==> src/rtl/xalu_ise_dispatch.sv <==
// xalu_ise_dispatch: issues one decoded custom-opcode instruction to the ISE ALU and returns the
// result or an illegal-instruction flag to writeback. Optional: XALU_ISE_TIMEOUT_EN bounds the ISE wait.

module xalu_ise_dispatch #(
    parameter int TIMEOUT = 8
) (
    input  logic        ise_clk,
    input  logic        ise_rst,
    input  logic        req_valid,
    output logic        req_ready,
    input  logic [31:0] req_insn,
    input  logic [31:0] req_rs1,
    input  logic [31:0] req_rs2,
    input  logic        flush,
    output logic [5:0]  ise_fn,
    output logic [6:0]  ise_imm,
    output logic [31:0] ise_in1,
    output logic [31:0] ise_in2,
    output logic        ise_val,
    input  logic        ise_oval,
    input  logic [31:0] ise_out,
    output logic        resp_valid,
    input  logic        resp_ready,
    output logic [4:0]  resp_rd_idx,
    output logic [31:0] resp_data,
    output logic        resp_illegal,
    output logic [1:0]  dbg_state_o
);

    // Handshakes: req and resp transfer in a cycle where valid and ready are both high.
    // resp_valid holds with its payload until that transfer; only flush or reset drop it early.

    typedef enum logic [1:0] {
        ST_IDLE = 2'b00,
        ST_EXEC = 2'b01,
        ST_RESP = 2'b10
    } state_e;

    state_e      state_q, state_d;
    logic [5:0]  fn_q, fn_d;
    logic [6:0]  imm_q, imm_d;
    logic [31:0] in1_q, in1_d;
    logic [31:0] in2_q, in2_d;
    logic [4:0]  rd_q, rd_d;
    logic [31:0] data_q, data_d;
    logic        ill_q, ill_d;

    logic        is_custom;
    logic [1:0]  cust_idx;
    logic        accept;
    logic        timeout_hit;

    // The rs1/rs2 index fields are resolved by the core; only the operand values arrive here.
    logic unused_insn_bits;
    assign unused_insn_bits = ^req_insn[24:15];

    always_comb begin
        is_custom = 1'b1;
        cust_idx  = 2'd0;
        case (req_insn[6:0])
            7'b0001011: cust_idx = 2'd0;
            7'b0101011: cust_idx = 2'd1;
            7'b1011011: cust_idx = 2'd2;
            7'b1111011: cust_idx = 2'd3;
            default:    is_custom = 1'b0;
        endcase
    end

    assign req_ready = (state_q == ST_IDLE) & ~flush;
    assign accept    = req_valid & req_ready;

`ifdef XALU_ISE_TIMEOUT_EN
    localparam logic [7:0] TO_LAST = 8'(TIMEOUT - 1);

    logic [7:0] cnt_q, cnt_d;

    // Saturating wait counter: cleared on accept, counts EXEC cycles without a result.
    always_comb begin
        cnt_d = cnt_q;
        if (accept && is_custom) begin
            cnt_d = 8'd0;
        end else if (state_q == ST_EXEC && cnt_q != 8'hFF) begin
            cnt_d = cnt_q + 8'd1;
        end
    end

    always_ff @(posedge ise_clk or posedge ise_rst) begin
        if (ise_rst) begin
            cnt_q <= 8'd0;
        end else begin
            cnt_q <= cnt_d;
        end
    end

    assign timeout_hit = (cnt_q == TO_LAST);
`else
    logic [7:0] unused_timeout;
    assign unused_timeout = 8'(TIMEOUT);
    assign timeout_hit    = 1'b0;
`endif

    always_comb begin
        state_d = state_q;
        fn_d    = fn_q;
        imm_d   = imm_q;
        in1_d   = in1_q;
        in2_d   = in2_q;
        rd_d    = rd_q;
        data_d  = data_q;
        ill_d   = ill_q;
        if (flush) begin
            state_d = ST_IDLE;
        end else begin
            case (state_q)
                ST_IDLE: begin
                    if (accept) begin
                        rd_d = req_insn[11:7];
                        if (is_custom) begin
                            fn_d    = {1'b0, req_insn[14:12], cust_idx};
                            imm_d   = req_insn[31:25];
                            in1_d   = req_rs1;
                            in2_d   = req_rs2;
                            state_d = ST_EXEC;
                        end else begin
                            ill_d   = 1'b1;
                            data_d  = 32'd0;
                            state_d = ST_RESP;
                        end
                    end
                end
                ST_EXEC: begin
                    // A result arriving on the last allowed cycle beats the timeout.
                    if (ise_oval) begin
                        data_d  = ise_out;
                        ill_d   = 1'b0;
                        state_d = ST_RESP;
                    end else if (timeout_hit) begin
                        data_d  = 32'd0;
                        ill_d   = 1'b1;
                        state_d = ST_RESP;
                    end
                end
                ST_RESP: begin
                    if (resp_ready) begin
                        state_d = ST_IDLE;
                    end
                end
                default: state_d = ST_IDLE;
            endcase
        end
    end

    always_ff @(posedge ise_clk or posedge ise_rst) begin
        if (ise_rst) begin
            state_q <= ST_IDLE;
            fn_q    <= 6'd0;
            imm_q   <= 7'd0;
            in1_q   <= 32'd0;
            in2_q   <= 32'd0;
            rd_q    <= 5'd0;
            data_q  <= 32'd0;
            ill_q   <= 1'b0;
        end else begin
            state_q <= state_d;
            fn_q    <= fn_d;
            imm_q   <= imm_d;
            in1_q   <= in1_d;
            in2_q   <= in2_d;
            rd_q    <= rd_d;
            data_q  <= data_d;
            ill_q   <= ill_d;
        end
    end

    assign ise_fn       = fn_q;
    assign ise_imm      = imm_q;
    assign ise_in1      = in1_q;
    assign ise_in2      = in2_q;
    assign ise_val      = (state_q == ST_EXEC);
    assign resp_valid   = (state_q == ST_RESP);
    assign resp_rd_idx  = rd_q;
    assign resp_data    = data_q;
    assign resp_illegal = ill_q;
    assign dbg_state_o  = state_q;

endmodule

==> config.mk <==
export PLATFORM = sky130hd
export DESIGN_NAME = xalu_ise_dispatch
export DESIGN_NICKNAME = d
export VERILOG_FILES = /design/src/rtl/xalu_ise_dispatch.sv
export SDC_FILE = /design/constraint.sdc
export NUM_CORES = 1
export LEC_CHECK = 0
export BUFFER_PORTS_ARGS = -buffer_cell sky130_fd_sc_hd__buf_4
export CAP_MARGIN = 20
export CORE_MARGIN = 4
export CORE_UTILIZATION = 42
export DETAILED_ROUTE_END_ITERATION = 6
export GPL_ROUTABILITY_DRIVEN = 0
export PLACE_DENSITY = 0.79
export SLEW_MARGIN = 40
export SYNTH_ARGS = -nofsm -noshare
export SYNTH_HDL_FRONTEND = slang
export SYNTH_SLANG_ARGS = --single-unit
export TNS_END_PERCENT = 5
==> constraint.sdc <==
create_clock -name ise_clk -period 5.3 [get_ports ise_clk]
set_input_delay 1.06 -clock ise_clk [delete_from_list [all_inputs] [get_ports ise_clk]]
set_output_delay 1.06 -clock ise_clk [all_outputs]
set_load 0.03 [all_outputs]
Word level (Yosys, flattened, before mapping)
Index checks and enable logic that the tools add are counted.

Word-level logic and storage cells: 46. Memories kept: 0. ROM bits: 0. Memory bits (writable): 0. Bits in registers: 116. Bits in latches: 0. Output and inout port bits: 120. Input bits: 134.

Equality and inequality tests: 12. Multipliers: 0. Muxes and demuxes: 16. Reductions and logical operators: 7. Shift-type cells: 0. Magnitude comparators: 0. Bitwise operators: 3. $add $sub $neg: 0. Divide/modulo/power cells: 0.

Operator list (number): 2-to-1 mux 32 bit (3); case mux 32 bit (2 select lines) (1); equality test 7 bit (second input constant) (2); case mux 2 bit (3 select lines) (2); 2-to-1 mux 2 bit (5); equality test 7 x 4 -> 1 bit (second input constant) (1); equality test 7 x 6 -> 1 bit (second input constant) (1); != test 3 x 2 -> 1 bit (second input constant) (2); AND reduction 3 bit (2); AND reduction 5 bit (1); 2-to-1 mux 1 bit (4); != test 2 bit (second input constant) (2); AND reduction 4 bit (1); OR reduction 4 bit (1); != test 3 bit (second input constant) (1); AND 1 bit (2); equality test 2 x 1 -> 1 bit (second input constant) (1); equality test 2 bit (second input constant) (1); logical NOT 2 bit (1); != test 2 x 1 -> 1 bit (second input constant) (1); case mux 1 bit (2 select lines) (1); nonzero test 2 bit (1); inverter 1 bit (1).

Longest topological paths before layout
Depth after elaboration: 7. Mapped depth: 5. Gate-level depth less buffers: 3.

Worst setup path before layout
Ideal clock, no wire load.

Path type: in2out. Start: input flush. End: output req_ready. Stages on the path: 1. Data required time: 4.240 ns. Arrival time: 1.712 ns. Path buffers: 0. Slack: 2.528 ns. Cell sequence: nor3_1.

Cells in the longest elaborated chain, start to end: 2.

RTL lines: start: declaration (line 14) `input logic flush,`; inverter 1 bit (no source line); AND 1 bit (line 69) `assign req_ready = (state_q == ST_IDLE) & ~flush;`; end: declaration (line 10) `output logic req_ready,`.

No other way between the ends.

Worst setup path after layout
Start: input flush. End: register in1_q[6] (netlist: ise_in1[6]).

Cells in the longest elaborated chain, start to end: 4.

RTL lines: inverter 1 bit (no source line) (*); AND 1 bit (line 69); AND 1 bit (line 70) `assign accept = req_valid & req_ready;`; AND reduction 4 bit (no source line) (*); end signal: assignment (line 167) `in1_q <= in1_d;`; end: declaration (line 42) `logic [31:0] in1_q, in1_d;`.

Every way passes the cells marked *; elsewhere a longest branch is shown, timed or not. A chain may end at the register's enable or synchronous reset.

==> flow_summary_export.csv <==
group,metric,value,unit
grt,grt_max_degree,76,
grt,grt_pass1_wl,19710,microns
finish,areaGrowthSynthToFinish,55.88,%
pwr,peakVddDrop,198.7,uV
setup_path,cp-end-kind,"register",
logic_synthesis,ys_seq_area_share,64.34,%
logic_synthesis,netlist_area,0.004512,sq mm
logic_synthesis,synth_edf_count,0,
finish,n_antenna_cell,0,
setup_path,criticalPathCategory,"in2reg",
setup_path,r2r-end,"ise_in1[6]$_DFFE_PP0P_",
grt,overflow,0,
placement,pre_cts_slack,1.841,ns
cts,cts_root_buf,"clkbuf_8",
setup_path,cp.arrival,3.32,ns
cts,clk_pin_slew,0.05,ns
grt,antenna_found_initial,0,
placement,placedCellCount,700,
logic_synthesis,ys_top_cells_by_area,"dfrtp_1, mux2_2, mux2_1",
finish,finalNetCount,717,
sta,final.period_utilization,55.63,%
grt,grt_use_met1,22.31,%
grt,track_usage,20.01,%
drt,wirelength,12050,microns
placement,dp_hpwl,9014,microns
logic_synthesis,synth_cells,338,
finish,most-common-layout-cells,"buf_4, dfrtp_1, nand2_1, mux2_2, mux2_1",
logic_synthesis,synth_top_flop_cell,"dfrtp_1",
setup_path,reg2reg_slack,2.47,ns
setup_path,worstPathCellList,"buf_4, nor4b_4, nor3b_4, buf_12, mux2_2",
cts,ctsResizeCount,0,
setup_path,cpMaxStageDelayCell,"nor3b_4",
sta,worst_slew_pin_slew,0.6918,ns
sta,skew,0.006192,ns
setup_path,cp_top_family,"simple AND/OR/NAND/NOR gates",
grt,met2_usage,32.73,%
min_path,min-delay-path-class,"reg2reg",
drt,drt_iter0_markers,113,
floorplanning,fp.dieH,111.6,microns
drt,antenna_left,0,
grt,grt-busiest-layer,"met2",
floorplanning,placementRows,37,
drt,via_per_inst,4.844,
cts,holdBufCountCts,0,
flow_run,maxCapViolCount,0,
finish,fin_util,67.52,%
setup_path,crit_required,5.67,ns
cts,cts.path.max_buffers,2,
sta,slew_headroom,53.83,%
logic_synthesis,synth-warning-count,0,
pwr,power.density,374.6,mW/mm^2
logic_synthesis,ys_types,29,
cts,cts_tree,"done",
floorplanning,core,0.01042,sq mm
sta,slew_viol_final,0,
cts,post_cts_buffers,0,
logic_synthesis,synth_top_cell_by_area,"dfrtp_1",
sta,timing.setup.tns,0,ns
setup_path,worst-r2r-cell-count,4,
finish,fin_area,0.007033,sq mm
pwr,p_leak,3.698,nW
setup_path,crit_fanout,66,
logic_synthesis,syn_nets,472,
setup_path,crit_path_start_kind,"primary input",
finish,final_common_cell,"buf_4",
sta,finalWorstSetupSlack,2.352,ns
finish,stdcell_count,731,
floorplanning,io_pins,254,
logic_synthesis,syn_area_per_cell,13.35,sq um
cts,clkSinkCount,116,
floorplanning,die_w,111.6,microns
grt,gr-usage-met3,7.989,%
setup_path,r2r-start,"dbg_state_o[0]$_DFFE_PP0P_",
min_path,min_to,"ise_in2[24]$_DFFE_PP0P_",
sta,rsz0062_at_grt,"no",
setup_path,cpPeakStageDelay,0.71,ns
setup_path,cp_num_buf_inv,2,
cts,cts_made_buffers,17,
grt,grt_pass1_vias,3933,
logic_synthesis,synth_seq_cells,116,
drt,routedWlPerCell,16.48,microns
finish,num-fill-cells,790,
logic_synthesis,yosysTopAreaCellShare,64.34,%
logic_synthesis,ys_async_sr_fraction,100.0,%
drt,vias,3541,
cts,htreeDepth,4,
setup_path,cp-startpoint,"flush",
placement,portBuffers,242,
min_path,hp-start,"ise_in2[24]$_DFFE_PP0P_",
sta,hold_violations,0,
sta,final-setup-viol-count,0,
sta,max_freq,339.2,MHz
drt,drtPass1Iterations,4,
min_path,min_path_cells,1,
status,outcome,"finished clean",
drt,remaining_drc_errors,0,
finish,drive_above_1_share,53.95,%
floorplanning,fp.dieArea,0.01246,sq mm
sta,period_needed,2.948,ns
floorplanning,start_util,43.32,%
placement,dpl-instance-area,0.006452,sq mm
cts,worstSkewPairLatency,0.50,ns
## worst reg2reg max path, delay by kind of cell, from the launching register on
family        cells  cell delay [ns]
simple gates      2             1.39
flops             1             0.49
mux               1             0.44
buf+inv           1             0.39
## routing by layer
layer  share of wire (%)  wire length, microns  vias up
li1                    -                     -     1648
met1                  37                  4475     1676
met2                  49                  5917      182
met3                 9.8                  1177       35
met4                 4.0                   479        0
met5                   0                     0        -
## how the worst max path moves through the flow
stage | endpoint | slack (ns) | cells past startpoint
floorplan | dbg_state_o[0]$_DFFE_PP0P_ | 1.17 | 1
CTS | ise_in1[21]$_DFFE_PP0P_ | 2.36 | 5
detailed placement | ise_in1[21]$_DFFE_PP0P_ | 1.84 | 5
finish | ise_in1[6]$_DFFE_PP0P_ | 2.35 | 5
global placement | ise_in1[9]$_DFFE_PP0P_ | 1.95 | 5
global route | ise_in1[19]$_DFFE_PP0P_ | 2.25 | 5
## power breakdown
group | switching [mW] | total, mW | leakage, nW | internal [mW]
clock | 0.371 | 1.10 | 0.287 | 0.734
sequential | 0.0463 | 1.02 | 1.56 | 0.973
combinational | 0.286 | 0.510 | 1.85 | 0.224
## cells in the mapped netlist, types with 2 or more instances
master,n
o21a_1,2
mux2_2,41
inv_1,4
nor2b_1,2
mux2_1,39
nor2_1,2
buf_6,4
nand2_1,64
dfrtp_1,116
buf_4,2
clkbuf_1,11
buf_2,3
o21ai_0,32
## registers in the layout, summed over array words and instances, names as in the netlist
name          cells
dbg_state_o       2
resp_rd_idx       5
ise_in1          32
resp_data        32
ise_fn            5
resp_illegal      1
ise_in2          32
ise_imm           7
## kinds of logic after synthesis
logic type,after synthesis,share of synthesized area (%)
AO/OA/AOI/OAI,40,4.825
XOR/XNOR,1,0.1942
buffers and inverters,24,2.911
flip-flops,116,64.34
multiplexers,80,19.97
other,1,0.08311
AND/OR/NAND/NOR,76,7.681
## cell type report
cell class | count | area [sq um] | area share [%]
timing repair buffer | 246 | 1859 | 26.44
tap | 136 | 170.2 | 2.419
clock inverter | 10 | 131.4 | 1.868
inverter | 4 | 20.02 | 0.2846
sequential | 116 | 2903 | 41.27
multi-input combinational | 198 | 1500 | 21.33
clock buffer | 21 | 449.2 | 6.387
## stage by stage
step / total power, mW / hold slack (ns)
after floorplan: 1.298 / 0.6603
after global placement: 1.535 / 0.4688
after detailed placement: 1.551 / 0.4761
after CTS: 2.670 / 0.4881
after global routing: 2.750 / 0.4957
final: 2.634 / 0.4825
No activity file was read; power rests on OpenSTA's default activity.
